$ cat src/rtl/crypto_arb_pkg.sv
// Shared types and constants for the crypto engine stream arbiter.
package crypto_arb_pkg;

  localparam int unsigned IDX_W = 1;

  // Input 0 wins the first contention after reset.
  localparam logic [IDX_W-1:0] LAST_GRANT_RST = 1'b1;

  typedef enum logic [0:0] {
    IDLE = 1'b0,
    PKT  = 1'b1
  } arb_state_t;

endpackage

$ cat src/rtl/crypto_rr_pick.sv
// Combinational 2-way round-robin chooser: a lone requester wins, otherwise
// the input that did not own the previous packet.
module crypto_rr_pick
  import crypto_arb_pkg::*;
(
  input  logic [1:0]       valid,
  input  logic [IDX_W-1:0] last_grant,
  output logic [IDX_W-1:0] sel,
  output logic             any_valid
);

  always_comb begin
    sel       = ~last_grant;
    any_valid = |valid;
    case (valid)
      2'b01:   sel = 1'b0;
      2'b10:   sel = 1'b1;
      default: sel = ~last_grant;
    endcase
  end

endmodule

$ cat src/rtl/crypto_stream_arbiter.sv
// Packet-granular 2:1 round-robin arbiter in front of the crypto engine.
// Optional per-input packet counters are enabled with CRYPTO_ARB_PKT_CNT_EN.
module crypto_stream_arbiter
  import crypto_arb_pkg::*;
#(
  parameter int unsigned C_AXIS_DATA_WIDTH  = 256,
  parameter int unsigned C_AXIS_TUSER_WIDTH = 128
) (
  input  logic                            axis_aclk,
  input  logic                            axis_resetn,

  input  logic [C_AXIS_DATA_WIDTH-1:0]    s0_axis_tdata,
  input  logic [C_AXIS_DATA_WIDTH/8-1:0]  s0_axis_tkeep,
  input  logic [C_AXIS_TUSER_WIDTH-1:0]   s0_axis_tuser,
  input  logic                            s0_axis_tvalid,
  input  logic                            s0_axis_tlast,
  output logic                            s0_axis_tready,

  input  logic [C_AXIS_DATA_WIDTH-1:0]    s1_axis_tdata,
  input  logic [C_AXIS_DATA_WIDTH/8-1:0]  s1_axis_tkeep,
  input  logic [C_AXIS_TUSER_WIDTH-1:0]   s1_axis_tuser,
  input  logic                            s1_axis_tvalid,
  input  logic                            s1_axis_tlast,
  output logic                            s1_axis_tready,

  output logic [C_AXIS_DATA_WIDTH-1:0]    m_axis_tdata,
  output logic [C_AXIS_DATA_WIDTH/8-1:0]  m_axis_tkeep,
  output logic [C_AXIS_TUSER_WIDTH-1:0]   m_axis_tuser,
  output logic                            m_axis_tvalid,
  output logic                            m_axis_tlast,
  input  logic                            m_axis_tready,

  output logic                            key_sel
`ifdef CRYPTO_ARB_PKT_CNT_EN
  ,
  input  logic                            pkt_cnt_clr,
  output logic [31:0]                     pkt_cnt0,
  output logic [31:0]                     pkt_cnt1
`endif
);

  arb_state_t       state;
  logic [IDX_W-1:0] grant;
  logic [IDX_W-1:0] last_grant;
  logic [IDX_W-1:0] pick_sel;
  logic [IDX_W-1:0] sel;
  logic             any_valid;
  logic             open;
  logic             hs;

  crypto_rr_pick u_pick (
    .valid      ({s1_axis_tvalid, s0_axis_tvalid}),
    .last_grant (last_grant),
    .sel        (pick_sel),
    .any_valid  (any_valid)
  );

  // Zero-latency mux; grant is locked for the whole packet in PKT.
  always_comb begin
    sel           = (state == PKT) ? grant : pick_sel;
    m_axis_tdata  = sel ? s1_axis_tdata  : s0_axis_tdata;
    m_axis_tkeep  = sel ? s1_axis_tkeep  : s0_axis_tkeep;
    m_axis_tuser  = sel ? s1_axis_tuser  : s0_axis_tuser;
    m_axis_tlast  = sel ? s1_axis_tlast  : s0_axis_tlast;
    m_axis_tvalid = axis_resetn & (sel ? s1_axis_tvalid : s0_axis_tvalid);
    open          = axis_resetn & m_axis_tready & ((state == PKT) | any_valid);
    s0_axis_tready = open & (sel == 1'b0);
    s1_axis_tready = open & (sel == 1'b1);
    hs            = m_axis_tvalid & m_axis_tready;
  end

  always_ff @(posedge axis_aclk or negedge axis_resetn) begin
    if (!axis_resetn) begin
      state      <= IDLE;
      grant      <= '0;
      last_grant <= LAST_GRANT_RST;
      key_sel    <= 1'b0;
    end else begin
      case (state)
        IDLE: begin
          if (hs) begin
            key_sel <= sel;
            if (m_axis_tlast) begin
              last_grant <= sel;
            end else begin
              grant <= sel;
              state <= PKT;
            end
          end
        end
        PKT: begin
          if (hs && m_axis_tlast) begin
            last_grant <= grant;
            state      <= IDLE;
          end
        end
        default: state <= IDLE;
      endcase
    end
  end

`ifdef CRYPTO_ARB_PKT_CNT_EN
  // Clear has priority over a coincident end-of-packet increment.
  always_ff @(posedge axis_aclk or negedge axis_resetn) begin
    if (!axis_resetn) begin
      pkt_cnt0 <= 32'd0;
      pkt_cnt1 <= 32'd0;
    end else if (pkt_cnt_clr) begin
      pkt_cnt0 <= 32'd0;
      pkt_cnt1 <= 32'd0;
    end else if (hs && m_axis_tlast) begin
      if (sel == 1'b0) pkt_cnt0 <= pkt_cnt0 + 32'd1;
      else             pkt_cnt1 <= pkt_cnt1 + 32'd1;
    end
  end
`endif

endmodule

$ cat config.mk
export PLATFORM = sky130hd
export DESIGN_NAME = crypto_stream_arbiter
export DESIGN_NICKNAME = d
export VERILOG_FILES = /design/src/rtl/crypto_arb_pkg.sv /design/src/rtl/crypto_rr_pick.sv /design/src/rtl/crypto_stream_arbiter.sv
export SDC_FILE = /design/constraint.sdc
export NUM_CORES = 1
export LEC_CHECK = 0
export ABC_AREA = 1
export CAP_MARGIN = 5
export CORE_AREA = 5 5 488 490
export DETAILED_ROUTE_END_ITERATION = 8
export DIE_AREA = 0 0 493 495
export SLEW_MARGIN = 20
export SYNTH_ARGS = -nofsm -noshare
export SYNTH_HDL_FRONTEND = slang
export SYNTH_SLANG_ARGS = --single-unit
$ cat constraint.sdc
create_clock -name axis_aclk -period 2.35 [get_ports axis_aclk]
set_input_delay 0.3525 -clock axis_aclk [delete_from_list [all_inputs] [get_ports axis_aclk]]
set_output_delay 0.3525 -clock axis_aclk [all_outputs]
set_load 0.05 [all_outputs]
Yosys cells after proc, flatten, opt, wreduce, memory -nomap -nowiden
Cells that the tools add are included.

$add $sub $neg: 0. Multiply operators: 0. Div/mod/pow operators: 0. Order comparisons: 0. Eq/ne operators: 5. Shifts and indexed selects: 0. Multiplexer cells: 15. Bitwise logic cells: 11. Reductions and logical operators: 5.

Operators with widths (number): $mux 256 (1); $mux 128 (1); $mux 32 (1); $mux 1 (9); $and 1x1->1 (6); $pmux 1 s2 (3); $reduce_and 3->1 (2); $ne 2x2->1 const B (2); $not 1->1 (4); $eq 2x1->1 const B (1); $eq 2x2->1 const B (1); $ne 2x1->1 const B (1); $reduce_and 2->1 (1); $reduce_or 2->1 (1); $logic_and 1x1->1 (1); $or 1x1->1 (1).

Register bits: 4. Bits in latches: 0. Bits in writable memories: 0. ROM bits: 0. Input port bits: 839. Output and inout bits: 421. Memories kept: 0.

Longest topological paths before layout
Gate-level depths: netlist of run 1.

Word-level depth: 9. Depth in mapped cells: 12.

By module
From an unflattened synthesis of run 1, not the netlist that was laid out.

Cell total of the unflattened synthesis: 1390. Area total of the unflattened synthesis: 5596.6 sq um.

Modules (own cells, without submodules): crypto_stream_arbiter (instances 1, cells each 1383, area each 5551.6 sq um, sequential area each 101.3 sq um); crypto_rr_pick (instances 1, cells each 7, area each 45.0 sq um, sequential area each 0.0 sq um).

Least setup slack after synthesis of run 1
No wires, ideal clock.

Kind: input-to-output. Start: in s0_axis_tvalid. End: out s1_axis_tready. Arrival: 1.964 ns. Setup slack: 0.034 ns. Cell stages on the path: 9. Buffers on the path: 2. Cell sequence: inv_1 ha_1 inv_1 nand2_1 nand3_2 nand2_2 buf_4 buf_2 nor2_1.

Longest elaborated chain between the ends: 4. Elaborated cells on any way between the ends: 8. Classes of those cells: eq/ne (2); mux (2); bitwise (3); reduce/logical (1).

Ends and longest elaborated chain: start: declaration (line crypto_stream_arbiter.sv:15) `input logic s0_axis_tvalid,`; $eq 2x2->1, or another cell as far along (line crypto_rr_pick.sv:15) `case (valid)`; $pmux 1 s2 / $or 1x1->1 (equally long branches) (line crypto_rr_pick.sv:15, crypto_stream_arbiter.sv:66); $mux 1 / $and 1x1->1 (equally long branches) (line crypto_stream_arbiter.sv:60, crypto_stream_arbiter.sv:66); $and 1x1->1 (*) (line crypto_stream_arbiter.sv:68) `s1_axis_tready = open & (sel == 1'b1);`; end: declaration (line crypto_stream_arbiter.sv:24) `output logic s1_axis_tready,`.

Every way passes the cells marked *; elsewhere a longest branch is shown, timed or not.

Final worst setup path of run 1
Start: reg last_grant. End: out m_axis_tuser[42].

Longest elaborated chain between the ends: 4.

Ends and longest elaborated chain: start: declaration (line crypto_stream_arbiter.sv:44) `logic [IDX_W-1:0] last_grant;`; start signal: assignment (line crypto_stream_arbiter.sv:84) `last_grant <= sel;`; start signal: assignment (line crypto_stream_arbiter.sv:93) `last_grant <= grant;`; $not 1->1 (line crypto_rr_pick.sv:18) `default: sel = ~last_grant;`; $pmux 1 s2 (line crypto_rr_pick.sv:15); $mux 1 (line crypto_stream_arbiter.sv:60) `sel = (state == PKT) ? grant : pick_sel;`; $mux 128 (line crypto_stream_arbiter.sv:63) `m_axis_tuser = sel ? s1_axis_tuser : s0_axis_tuser;`; end: declaration (line crypto_stream_arbiter.sv:28) `output logic [C_AXIS_TUSER_WIDTH-1:0] m_axis_tuser,`.

Every way passes these cells.

==> results of run 1 <==
==> layout make-up <==
type                    instances  area (µm²)  area share (%)
well taps                    3060        3830            12.8
flip-flops and latches          4         101           0.340
clock buffers                   4        78.8           0.264
repair buffers               1380       18800            62.9
multi-input cells            1288        6760            22.7
inverters                      11        70.1           0.235
diodes                         85         213           0.714
==> cells by family after synthesis <==
| kind of cell | Yosys count | synth area share [%] |
|---|---|---|
| buf+inv | 103 | 10.7 |
| fa+ha+maj | 2 | 0.448 |
| simple gates | 1284 | 86.8 |
| flops | 4 | 1.81 |
| compound gates | 2 | 0.224 |
==> worst reg2reg max path: stages, from the launching register on <==
cell and delay (ns):
dfstp_2 0.55, inv_2 0.04, nand2_2 0.07, nand3_4 0.09, nand2_8 0.16, buf_4 0.15, buf_12 0.16, nand2_1 0.09
nand3_1 0.15, nor2_2 0.07, nand3_1 0.07, nand2_1 0.06
==> synthesized netlist by cell type, drive strengths merged <==
| master | n | area [µm²] |
|---|---|---|
| nand2 | 1265 | 4750 |
| buf | 91 | 552 |
| nand3 | 14 | 75.1 |
| inv | 11 | 41.3 |
| dfrtp | 3 | 75.1 |
| nor2 | 3 | 13.8 |
| ha | 2 | 25.0 |
| nand4 | 2 | 12.5 |
| clkbuf | 1 | 3.75 |
| dfstp | 1 | 26.3 |
| o21ai | 1 | 5.00 |
| o21bai | 1 | 7.51 |
==> per-stage QoR <==
stage,util (%),TNS [ns],std cells
after floorplan,-,0,1395
after global placement,11.4,-221.04,5703
after detailed placement,11.4,-223.43,5703
after CTS,12.0,-38.02,5734
after global routing,12.7,-49.81,5787
final,12.8,-23.09,5832
==> per-layer routing <==
metal  global-route usage [%]  vias up  wire length (µm)
met2                     30.6     1305            108000
met1                     19.1     6721             83100
li1                         -     6819                 -
met4                     3.61      252              7260
met5                        0        -              1680
met3                     12.0      553             35300
==> placed cells by master, fill, tap and decap left out, drive strengths merged <==
cell,count
o21bai,1
buf,536
clkinv,1
nand3,14
clkbuf,11
clkdlybuf4s50,837
nand2,1265
diode,85
inv,10
dfstp,1
o21ai,1
dfrtp,3
nor2,3
nand4,2
ha,2
==> where the power goes <==
part | internal (µW) | switching (µW) | total [µW]
clock network | 225 | 59.3 | 284
registers | 109 | 31.4 | 141
logic | 21100 | 33900 | 55000
==> final timing paths <==
kind                                          endpoint  slack, ns  depth (start not counted)                    from
worst max-delay path                  m_axis_tuser[42]      -0.17                         10  last_grant$_DFFE_PN1P_
worst min-delay path                         async pin       0.45                          2             axis_resetn
worst max register to register       grant$_DFFE_PN0P_       0.59                         11  last_grant$_DFFE_PN1P_
worst min register to register  last_grant$_DFFE_PN1P_       0.49                          2  last_grant$_DFFE_PN1P_
max in group asynchronous       last_grant$_DFFE_PN1P_       1.69                          2             axis_resetn
min in group axis_aclk          last_grant$_DFFE_PN1P_       0.49                          2  last_grant$_DFFE_PN1P_
==> what timing repair did <==
action,in CTS,in global routing
gates cloned,9,7
endpoints found under the setup margin,420,418
setup buffers,18,9
pin swaps,30,59
hold buffers,0,0
gates resized for setup,289,335
hold endpoints to repair,0,0
==> qor.yml, run 1 <==
synth_cell_type_count: 18
ys_ff_latch: 4
die_h_um: 495
layout.nets: 3529
clkTransAtPathRegs_ns: 0.03
slowest_delay_ns: 0.55
final_antenna_net_count: 0
worst_path_most_repeated_cell: "buf_12"
final_cell_area_mm2: 0.0298
drive_gt1_share_pct: 34.1
crit_buf_inv: 5
grt_pass1_wl_um: 262000
ir_drop_mv: 0.834
syn-cell-area_mm2: 0.00559
cts_root_buffer: "clkbuf_16"
maxCapViolations: 0
drtIter0Drc: 1064
total_power_uw: 55400
die_w_um: 493
io_pins: 1260
path_cells: "inv_2 > nand2_2 > nand3_4 > nand2_8 > buf_12 > buf_16 > buf_12 > nand2_1 > nand2_2 > buf_12"
netlist_instances: 1395
min_period_ns: 2.52
tritoncts: "done"
hold_violations: 0
place_congestion: 1.06
cp_data_arrival_time_ns: 2.17
min-delay-path-class: "input port to async pin"
rsz0062_at_grt: "yes"
core_area_mm2: 0.234
yosys_warnings: 0
timing.final.crit_share_pct: 107
clock_sinks: 4
cellPowerDensity_mw_per_mm2: 1860
final.fill_count: 26700
grt_overflow: 0
cp.required_ns: 2.00
avgRoutedWirePerCell_um: 40.4
status: "complete, but fails checks"
cts_buffers: 3
slowest_stage: "dfstp_2"
dp_hpwl_um: 221000
timing.final.ws_setup_ns: -0.171
num_rows: 178
failed_checks: "setup timing"
vias: 15700
grt_antenna_before_repair: 313
crit_fanout: 25
fmax_mhz: 397
area.growth.synth_to_final_pct: 433
drcViolationCount: 0
tightest_slew_ns: 0.714
totalWireLength_um: 236000
synth.avg_cell_area_um2: 4.01
slew_violations: 0
syn_nets: 2236
critical_path.top_delay_family: "buffers and inverters"
grt_usage_pct: 18.2
htreeDepth: 1
grt_pass1_vias: 14300
critPathKind: "register to primary output"
fin_skew_ns: 0.00552
whs_ns: 0.446
insertion_delay_ns: 0.23
first_pass_iters: 5
power.leakage_uw: 0.0126
place_ws_ns: -0.954
port_buffers: 1259
via_per_inst: 2.68
grt_start_max_net_pins: 40
setup_viol: 356
slew_headroom_pct: 52.3
die_area_mm2: 0.244
start_kind: "register"
end_kind: "primary output"
seq_area_frac_synth_pct: 1.81
cts_buffer_depth: 2
placed_area_mm2: 0.0266
start_util_pct: 2.39
Note: power is estimated with default switching activity, not from simulation.
==> inputs of run 2 (changes only) <==
- CTS_CLUSTER_SIZE: not set -> 30
- SLEW_MARGIN: 20 -> not set
==> results of run 2 <==
No change in the layout: final DEF, timing and power equal those of run 1.
==> inputs of run 3 (changes only) <==
- SKIP_LAST_GASP: not set -> 1
==> run 3 against run 2 <==
Against the previous run:
- the run still ends with setup timing left
- sequential cell count unchanged
- largest power group unchanged
- highest routed layer unchanged
- critical endpoint is now m_axis_tuser[86]
- register-to-register slack got worse by 0.14 ns
- worst hold slack improved by 0.0072 ns
- combinational power increased by 4.5%
- count of clock-buffer cells in the layout unchanged
- setup slack got worse by 0.0049 ns
- via count increased by 2.7%
- wire length increased by 1.1%
- non-clock buffer count increased by 26
- core utilization increased by 0.51 points
==> qor.yml, run 3 (synthesis gave the netlist of run 1 again) <==
dp_hpwl_um: 221000  # unchanged
slew_headroom_pct: 56.7  # was 52.3%
io_pins: 1260  # unchanged
final_common_cell: "clkdlybuf4s50_1"  # was nand2_1
die_h_um: 495  # unchanged
hold_violations: 0  # unchanged
path_cells: "inv_2 > nand2_2 > nand3_4 > nand2_8 > clkinv_16 > buf_16 > buf_12 > buf_12 > nand2_1 > nand2_1 > buf_12"  # was inv_2 > nand2_2 > nand3_4 > nand2_8 > buf_12 > buf_16 > buf_12 > nand2_1 > nand2_2 > buf_12
start_util_pct: 2.39  # unchanged
hold_buffers: 0  # unchanged
min_period_ns: 2.53  # was 2.52 ns
internal_power_uw: 22800  # was 21400 µW
first_pass_iters: 5  # unchanged
tightest_slew_ns: 0.647  # was 0.714 ns
clkPwrFrac_pct: 0.5  # about the same
failed_checks: "setup timing"  # unchanged
total_power_uw: 58000  # was 55400 µW
multi_input_area_mm2: 0.00742  # was 0.00676 mm²
whs_ns: 0.453  # was 0.446 ns
area.growth.synth_to_final_pct: 455  # was 433%
fin_skew_ns: 0.00575  # was 0.00552 ns
avgRoutedWirePerCell_um: 40.8  # was 40.4 µm
grt_antenna_before_repair: 317  # was 313
die_area_mm2: 0.244  # unchanged
port_buffers: 1259  # unchanged
critPathKind: "register to primary output"  # unchanged
drcViolationCount: 0  # unchanged
cts_root_buffer: "clkbuf_16"  # unchanged
drive_gt1_share_pct: 38.8  # was 34.1%
end_kind: "primary output"  # unchanged
htreeDepth: 1  # unchanged
num_rows: 178  # unchanged
cp.required_ns: 2.00  # about the same
final_antenna_net_count: 0  # unchanged
layout.nets: 3555  # was 3529
final_cell_area_mm2: 0.0310  # was 0.0298 mm²
grt_pass1_wl_um: 262000  # about the same
grt_usage_pct: 18.2  # about the same
maxCapViolations: 0  # unchanged
place_congestion: 1.06  # unchanged
final.fill_count: 26500  # was 26700
start_kind: "register"  # unchanged
setup_viol: 396  # was 356
tritoncts: "done"  # unchanged
crit_fanout: 10  # was 25
regArea_um2: 101  # unchanged
dp.cells: 5703  # unchanged
via_per_inst: 2.75  # was 2.68
ir_drop_mv: 0.857  # was 0.834 mV
slowest_delay_ns: 0.55  # about the same
cp_data_arrival_time_ns: 2.17  # about the same
rsz0062_at_grt: "yes"  # unchanged
fmax_mhz: 396  # was 397 MHz
cts_buffers: 3  # unchanged
worst_path_most_repeated_cell: "buf_12"  # unchanged
timing.final.ws_setup_ns: -0.176  # was -0.171 ns
totalWireLength_um: 238000  # was 236000 µm
placed_area_mm2: 0.0266  # unchanged
die_w_um: 493  # unchanged
insertion_delay_ns: 0.23  # about the same
power.leakage_uw: 0.0131  # was 0.0126 µW
slowest_stage: "dfstp_2"  # unchanged
fin_cells: 5850  # was 5832
cellPowerDensity_mw_per_mm2: 1870  # was 1860 mW/mm²
timing.final.crit_share_pct: 107  # about the same
clock_sinks: 4  # unchanged
min-delay-path-class: "input port to async pin"  # unchanged
slew_violations: 0  # unchanged
drtIter0Drc: 1233  # was 1064
final_cell_mix: "837 x clkdlybuf4s50_1, 796 x nand2_1, 457 x buf_12, 234 x nand2_2, 219 x nand2_4"  # was 906 x nand2_1, 837 x clkdlybuf4s50_1, 455 x buf_12, 184 x nand2_2, 168 x nand2_4
grt_pass1_vias: 14300  # about the same
vias: 16100  # was 15700
p_comb_share_pct: 99.3  # was 99.2%
status: "complete, but fails checks"  # unchanged
cts_buffer_depth: 2  # unchanged
seq_power_share_pct: 0.2  # was 0.3%
final_util_pct: 13.3  # was 12.8%
core_area_mm2: 0.234  # unchanged
p_sw_share_pct: 60.7  # was 61.4%
grt_start_max_net_pins: 40  # unchanged
clkTransAtPathRegs_ns: 0.03  # about the same
power_switching_uw: 35200  # was 34000 µW
grt_overflow: 0  # unchanged
==> run 3: cell count changes in the layout (fill, tap and decap cells not counted), sizes merged <==
cell / delta
buf: +10
clkbuf: +16
diode: -8
==> run 3: path summary, 6_finish.rpt <==
path | from | endpoint | slack (ns) | cells past startpoint
hold reg to reg | last_grant$_DFFE_PN1P_ | last_grant$_DFFE_PN1P_ | 0.49 | 2
max in group asynchronous | axis_resetn | last_grant$_DFFE_PN1P_ | 1.68 | 2
hold / removal | axis_resetn | async pin | 0.45 | 2
setup / recovery | last_grant$_DFFE_PN1P_ | m_axis_tuser[86] | -0.18 | 11
min in group axis_aclk | last_grant$_DFFE_PN1P_ | last_grant$_DFFE_PN1P_ | 0.49 | 2
setup reg to reg | register | last_grant$_DFFE_PN1P_ | 0.45 | 10
==> run 3: routing by layer <==
layer / share of wire, % / vias to the layer above / GRT usage, %
li1: - / 6877 / -
met1: 35 / 7009 / 19.1
met2: 46 / 1340 / 30.5
met3: 15 / 596 / 11.9
met4: 3.2 / 254 / 3.65
met5: 0.71 / - / 0
==> run 3: metrics by stage <==
step | setup slack [ns] | setup TNS, ns
6_report | -0.176 | -28.59
4_1_cts | -0.183 | -40.13
2_1_floorplan | 0.0337 | 0
3_3_place_gp | -0.971 | -221.04
3_5_place_dp | -0.954 | -223.43
5_1_grt | -0.228 | -54.71
==> run 3: cell type report <==
class	count	area share, %
diodes	77	0.622
inverters	11	0.226
repair buffers	1406	62.3
flip-flops and latches	4	0.327
multi-input cells	1288	23.9
well taps	3060	12.4
clock buffers	4	0.254
==> run 3: power by group through the flow <==
stage,Clock (µW),Sequential (µW),Combinational [µW]
after global routing,296,142,59400
final,285,140,57500
after CTS,288,140,54000
after floorplan,0,158,19200
after global placement,0,136,51000
after detailed placement,0,138,51000
==> run 3: what timing repair did <==
action                                  in CTS  in global routing
pin swaps                                   21                135
endpoints found under the setup margin     420                418
buffers inserted                            18                 14
gates cloned                                 9                 29
gates resized for setup                    208                606
==> run 3: worst max-delay path: cells and delay by family, from the launching register on <==
family | cells | cell delay [ns]
buf+inv | 6 | 0.83
flops | 1 | 0.55
simple gates | 5 | 0.46
